==> src/rtl/spm_seq_pkg.sv <==
// Shared types and helpers for the spm_seq sequencer around the serial-parallel multiplier.
package spm_seq_pkg;

    typedef enum logic [1:0] {
        IDLE = 2'd0,
        CLR  = 2'd1,
        RUN  = 2'd2,
        DONE = 2'd3
    } state_t;

    // The counter must hold 2N+P_LAT, the value reached on the last RUN edge.
    function automatic int cnt_w(input int n, input int p_lat);
        return $clog2(2 * n + p_lat + 1);
    endfunction

endpackage

==> src/rtl/spm_seq_shift.sv <==
// Right shift register with parallel load, shift enable and MSB serial input.
module spm_seq_shift #(
    parameter int W = 8
) (
    input  logic         clk,
    input  logic         rst,
    input  logic         load,
    input  logic [W-1:0] load_val,
    input  logic         shift_en,
    input  logic         sin,
    output logic [W-1:0] q
);

    logic [W-1:0] q_r;

    // Load has priority over shift; the register holds otherwise.
    always_ff @(posedge clk) begin
        if (rst) begin
            q_r <= '0;
        end else if (load) begin
            q_r <= load_val;
        end else if (shift_en) begin
            q_r <= {sin, q_r[W-1:1]};
        end else begin
            q_r <= q_r;
        end
    end

    assign q = q_r;

endmodule

==> src/rtl/spm_seq.sv <==
// Sequencer that feeds an external spm with one operand pair at a time and
// collects the serial product into a 2N-bit word behind valid/ready ports.
module spm_seq
    import spm_seq_pkg::*;
#(
    parameter int N     = 8,
    parameter int P_LAT = 0
) (
    input  logic           clk,
    input  logic           rst,
    input  logic           in_valid,
    output logic           in_ready,
    input  logic [N-1:0]   in_x,
    input  logic [N-1:0]   in_y,
    output logic           out_valid,
    input  logic           out_ready,
    output logic [2*N-1:0] out_p,
    output logic           spm_rst,
    output logic [N-1:0]   spm_x,
    output logic           spm_y,
    input  logic           spm_p
);

    localparam int            CW       = cnt_w(N, P_LAT);
    localparam logic [CW-1:0] CNT_LAST = CW'(2 * N + P_LAT - 1);

    state_t          state_r;
    state_t          state_nx_s;
    logic [CW-1:0]   cnt_r;
    logic [N-1:0]    x_r;
    logic [N-1:0]    y_q_s;
    logic [2*N-1:0]  p_q_s;
    logic            accept_s;
    logic            run_s;
    logic            p_gate_s;
    logic            unused_y_s;

    // Next-state decode and acceptance strobe.
    always_comb begin
        state_nx_s = state_r;
        accept_s   = 1'b0;
        case (state_r)
            IDLE: begin
                if (in_valid) begin
                    accept_s   = 1'b1;
                    state_nx_s = CLR;
                end else begin
                    state_nx_s = IDLE;
                end
            end
            CLR: state_nx_s = RUN;
            RUN: begin
                if (cnt_r == CNT_LAST) begin
                    state_nx_s = DONE;
                end else begin
                    state_nx_s = RUN;
                end
            end
            DONE: begin
                if (out_ready) begin
                    state_nx_s = IDLE;
                end else begin
                    state_nx_s = DONE;
                end
            end
            default: state_nx_s = IDLE;
        endcase
    end

    // State register.
    always_ff @(posedge clk) begin
        if (rst) begin
            state_r <= IDLE;
        end else begin
            state_r <= state_nx_s;
        end
    end

    assign run_s = (state_r == RUN);

    // Bit counter: cleared in CLR so RUN always starts from zero.
    always_ff @(posedge clk) begin
        if (rst) begin
            cnt_r <= '0;
        end else if (state_r == CLR) begin
            cnt_r <= '0;
        end else if (run_s) begin
            cnt_r <= cnt_r + {{(CW - 1){1'b0}}, 1'b1};
        end else begin
            cnt_r <= cnt_r;
        end
    end

    // Multiplicand register, stable from acceptance to the next acceptance.
    always_ff @(posedge clk) begin
        if (rst) begin
            x_r <= '0;
        end else if (accept_s) begin
            x_r <= in_x;
        end else begin
            x_r <= x_r;
        end
    end

    // Product bits only become meaningful once the spm latency has elapsed.
    generate
        if (P_LAT == 0) begin : g_no_lat
            assign p_gate_s = 1'b1;
        end else begin : g_lat
            assign p_gate_s = (cnt_r >= CW'(P_LAT));
        end
    endgenerate

    spm_seq_shift #(.W(N)) u_y_shift (
        .clk      (clk),
        .rst      (rst),
        .load     (accept_s),
        .load_val (in_y),
        .shift_en (run_s),
        .sin      (1'b0),
        .q        (y_q_s)
    );

    spm_seq_shift #(.W(2 * N)) u_p_shift (
        .clk      (clk),
        .rst      (rst),
        .load     (accept_s),
        .load_val ({(2 * N){1'b0}}),
        .shift_en (run_s & p_gate_s),
        .sin      (spm_p),
        .q        (p_q_s)
    );

    assign unused_y_s = ^y_q_s[N-1:1];

    assign in_ready  = (state_r == IDLE) & ~rst;
    assign out_valid = (state_r == DONE) & ~rst;
    assign out_p     = p_q_s;
    assign spm_rst   = rst | (state_r == CLR);
    assign spm_x     = x_r;
    assign spm_y     = run_s & y_q_s[0];

endmodule

==> config.mk <==
export PLATFORM = sky130hd
export DESIGN_NAME = spm_seq
export DESIGN_NICKNAME = d
export VERILOG_FILES = /design/src/rtl/spm_seq_pkg.sv /design/src/rtl/spm_seq_shift.sv /design/src/rtl/spm_seq.sv
export SDC_FILE = /design/constraint.sdc
export NUM_CORES = 1
export LEC_CHECK = 0
export BUFFER_PORTS_ARGS = -buffer_cell sky130_fd_sc_hd__buf_2
export CORE_ASPECT_RATIO = 2
export CORE_UTILIZATION = 50
export DETAILED_ROUTE_END_ITERATION = 12
export GPL_ROUTABILITY_DRIVEN = 1
export PLACE_DENSITY = 0.74
export REMOVE_ABC_BUFFERS = 1
export SLEW_MARGIN = 20
export SYNTH_ARGS = -nofsm -noshare
export SYNTH_HDL_FRONTEND = slang
export SYNTH_SLANG_ARGS = --single-unit
==> constraint.sdc <==
create_clock -name clk -period 1.6 [get_ports clk]
set_input_delay 0.16 -clock clk [delete_from_list [all_inputs] [get_ports clk]]
set_output_delay 0.16 -clock clk [all_outputs]
set_load 0.1 [all_outputs]
# ---- After elaboration in Yosys (flattened, before gate mapping)
# Cells that the tools add are included.
dict set report word_totals {
  regBits 39
  wordCells 27
}
dict set report op_classes {
  add_sub_neg 1
  n_eq_ne 4
  n_mux 8
  bitwise_logic 5
  n_reduce_logical 4
}
# op count
set op_table {}
lappend op_table {{$mux 8} 2}
lappend op_table {{$pmux 2 s4} 1}
lappend op_table {{$add 5x1->5 const B} 1}
lappend op_table {{$eq 5x4->1 const B} 1}
lappend op_table {{$eq 2x2->1 const B} 2}
lappend op_table {{$mux 1} 4}
lappend op_table {{$reduce_or 2->1} 2}
lappend op_table {{$and 1x1->1} 3}
lappend op_table {{$eq 2x1->1 const B} 1}
lappend op_table {{$logic_not 2->1} 1}
lappend op_table {{$mux 2} 1}
lappend op_table {{$reduce_bool 2->1} 1}
lappend op_table {{$not 1->1} 1}
lappend op_table {{$or 1x1->1} 1}

# ---- Logic depth before layout (Yosys ltp)
dict set report logic_depth {
  ltp_word 3
  depth_mapped 6
  depth_no_buf 6
}

# ---- Cells and area by module
# Synthesis repeated with hierarchy kept, for this count alone.
dict set report hier_totals {
  hier_cells 175
  area_unflattened_um2 1841.8
}
# mod instances cells_per_inst area_each_um2
set modules_own_cells {}
lappend modules_own_cells {{spm_seq_shift at u_p_shift} 1 71 805.8}
lappend modules_own_cells {spm_seq 1 69 666.9}
lappend modules_own_cells {{spm_seq_shift at u_y_shift} 1 35 369.1}

# ---- Worst setup path before layout
# Ideal clock, no wire load.
dict set report synth_timing {
  path_type {reg-to-output}
  from {register state_r[1]}
  to {output port in_ready}
  arrival_ps 2504
  t_required_ps 1440
  setup_slack_ps -1064
  stages_incl_launch_ff 3
  cell_sequence {dfxtp_1 -> buf_6 -> nor3_1}
}
dict set report synth_via {
  elab_chain_len 2
}
# item line
set synth_lines {}
lappend synth_lines {{start, declared} spm_seq.sv:27} ;# state_t state_r;
lappend synth_lines {{start signal, assigned} spm_seq.sv:75} ;# state_r <= state_nx_s;
lappend synth_lines {{$logic_not 2->1} spm_seq.sv:136} ;# assign in_ready = (state_r == IDLE) & ~rst;
lappend synth_lines {{$and 1x1->1} spm_seq.sv:136}
lappend synth_lines {{end, declared} spm_seq.sv:12} ;# output logic in_ready,
# Every way passes these cells.

# ---- Worst setup path in the final report
# Same ends and word-level chain as after synthesis.

==> results.json <==
{
  "maxCapViolCount": 0,
  "arrival_ns": 1.36,
  "preCtsSetupSlack_ns": 0.260,
  "clockBufferDepth": 2,
  "max_freq_mhz": 657,
  "fin_nets": 264,
  "numClockSinks": 39,
  "post-route-min-period_ns": 1.52,
  "track_usage": 0.194,
  "grt.overflow.total": 0,
  "postSynthAreaPerCell_sq_um": 8.38,
  "synthMuxAreaShare": 0,
  "cts_max_level": 2,
  "tightest_slew_ns": 0.490,
  "die_h_microns": 81.8,
  "cp-start-kind": "flip-flop",
  "yosys_warnings": 0,
  "status": "complete, no violations",
  "synth_top_family_by_area": "simple AND/OR/NAND/NOR gates",
  "power.density_mw_per_mm2": 1120,
  "end_kind": "primary output",
  "totalWireLength_mm": 3.10,
  "synth-compound-area-share": 0.164,
  "cts_root_buf": "clkbuf_8",
  "wl_per_cell_microns": 11.4,
  "port_buffers": 48,
  "peakVddDrop_uv": 986,
  "ant_nets": 0,
  "detail_route.iter0.violations": 32,
  "yosysSeqAreaShare": 0.491,
  "final_cells": 272,
  "post-cts-setup-buffers": 0,
  "setup-tns-final_ns": 0,
  "via_per_inst": 5.17,
  "synth_area_sq_mm": 0.00159,
  "drc": 0,
  "crit_type": "reg -> out",
  "p_leak_nw": 0.856,
  "slew_violations": 0,
  "synthAdderAreaFrac": 0.0157,
  "coreArea_sq_mm": 0.00298,
  "initial_core_util": 0.534,
  "ys_ff_latch": 39,
  "hold_path.startpoint": "out_ready",
  "placed_cells": 264,
  "synth-xor-area-share": 0.0110,
  "rr_startpoint": "cnt_r[0]",
  "worst_slack_ns": 0.0775,
  "rsz0062_at_grt": "no",
  "gp_congestion": 0.768,
  "die_w_microns": 41.9,
  "max_slew_margin": 0.676,
  "vias": 1407,
  "setup_viol": 0,
  "worst-path-max-fanout": 8,
  "numCtsBuffers": 5,
  "ios": 49,
  "firstDrtPassIters": 4,
  "dieArea_sq_mm": 0.00343,
  "rows": 28,
  "placed_cell_area_sq_mm": 0.00188,
  "diodes": 0,
  "synth-simple-area-share": 0.235,
  "hold_viol": 0,
  "grt_max_degree": 28,
  "drive_above_1_share": 0.293,
  "grt_pass1_wl_mm": 5.11,
  "min_path_type": "in -> reg",
  "worstPathRequired_ns": 1.44,
  "cts_tree": "built",
  "synthToLayoutAreaGrowth_pct": 25.6,
  "fin_crit_sh": 0.952,
  "grt_antenna_before_repair": 0,
  "critPathLaunch": "state_r[1]",
  "finClkSkew_ns": 0.00369,
  "first_global_vias": 1216,
  "clkLatencyLatePin_ns": 0.29,
  "synthCells": 190,
  "finalInstanceArea_sq_mm": 0.00200,
  "hpwl_mm": 2.22,
  "cts.reportedPaths.clkPinSlew_ns": 0.07,
  "synth_cell_types": 29
}
[cell usage in the layout (no fill, tap or decap)]
master     count
bufinv_16      1
nor2_1         9
or3b_1         1
a211oi_1       7
a31oi_1        1
and2_1         1
a21oi_1       35
nor3_1         1
clkinv_2       1
ha_1           2
buf_12         4
nand2_1       57
or3_1          1
nor2b_1        2
and3_1         2
a22oi_1        1
nand2b_4       1
o21ai_2        1
buf_2         44
buf_4         10
xor2_1         1
xnor2_1        1
inv_1          3
clkinv_4       1
o21ai_0        3
nand3b_1       1
dfxtp_1       39
nand2_4        1
nor3b_4        1
nor2b_2        1
nand3_1        3
clkbuf_8       5
[report_power, final]
part           leakage, nW  switching [W]  internal, W
Clock               0.0581       0.000333     0.000464
Sequential           0.318      0.0000249      0.00101
Combinational        0.481       0.000281     0.000122
Total                0.856       0.000639      0.00160
[metal layers]
layer / part of all wire / track usage
met1: 0.40 / 0.202
met2: 0.53 / 0.361
met3: 0.044 / 0.0462
met4: 0.017 / 0.0871
met5: 0 / 0
[worst max-delay path: stages (launching register included)]
cell     delay, ns
dfxtp_1       0.35
buf_4         0.18
nor3_1        0.32
buf_12        0.22
[cells by family after synthesis]
kind of cell | count (synthesis)
buffers and inverters | 17
AOI/OAI and AO/OA | 48
adders and majority gates | 2
DFF | 39
and+or+nand+nor | 82
xor gates and xnor gates | 2
[through the flow]
stage           util  hold slack (ns)  power [W]
2_1_floorplan      -            0.229    0.00133
3_3_place_gp   0.632            0.392    0.00146
3_5_place_dp   0.632            0.391    0.00146
4_1_cts        0.670           0.0857    0.00226
5_1_grt        0.671           0.0899    0.00233
6_report       0.671           0.0888    0.00224
[final timing paths]
kind                                       end  slack (ns)  depth (start not counted)
worst max register to register      state_r[0]        0.24                          6
worst min-delay path                state_r[1]        0.09                          2
worst max-delay path                  in_ready        0.08                          3
worst min register to register  u_p_shift.q[0]        0.45                          2
[registers in the layout, indices dropped and copies added, names as in the netlist]
| register | flops |
|---|---|
| u_y_shift.q | 8 |
| state_r | 2 |
| spm_x | 8 |
| cnt_r | 5 |
| u_p_shift.q | 16 |
[repair_timing]
action,4_1_cts,5_1_grt
gates resized for setup,0,1
endpoints found under the setup margin,0,1
hold buffers,0,0
[cells in the mapped netlist, drive strengths merged]
cell type,n,share of area
a211oi,7,0.033
xor2,1,0.0055
ha,2,0.016
and2,1,0.0039
nand3,3,0.0094
o21ai,4,0.013
and3,2,0.0079
or3b,1,0.0055
inv,3,0.0071
clkbuf,1,0.0024
a21oi,35,0.11
xnor2,1,0.0055
nand3b,1,0.0047
nor3b,1,0.012
a22oi,1,0.0047
nand2b,1,0.0086
dfxtp,39,0.49
nor2,9,0.021
nor3,1,0.0031
nand2,58,0.14
nor2b,3,0.013
buf,13,0.074
or3,1,0.0039
a31oi,1,0.0039
[final cells by class]
cell class	count	area, sq um
clock inverter	3	43.8
inverter	3	11.3
multi-input combinational	134	682
sequential	39	781
tap	30	37.5
timing repair buffer	58	375
clock buffer	5	68.8
fill	262	978
Power figures use the tool's default switching activity.
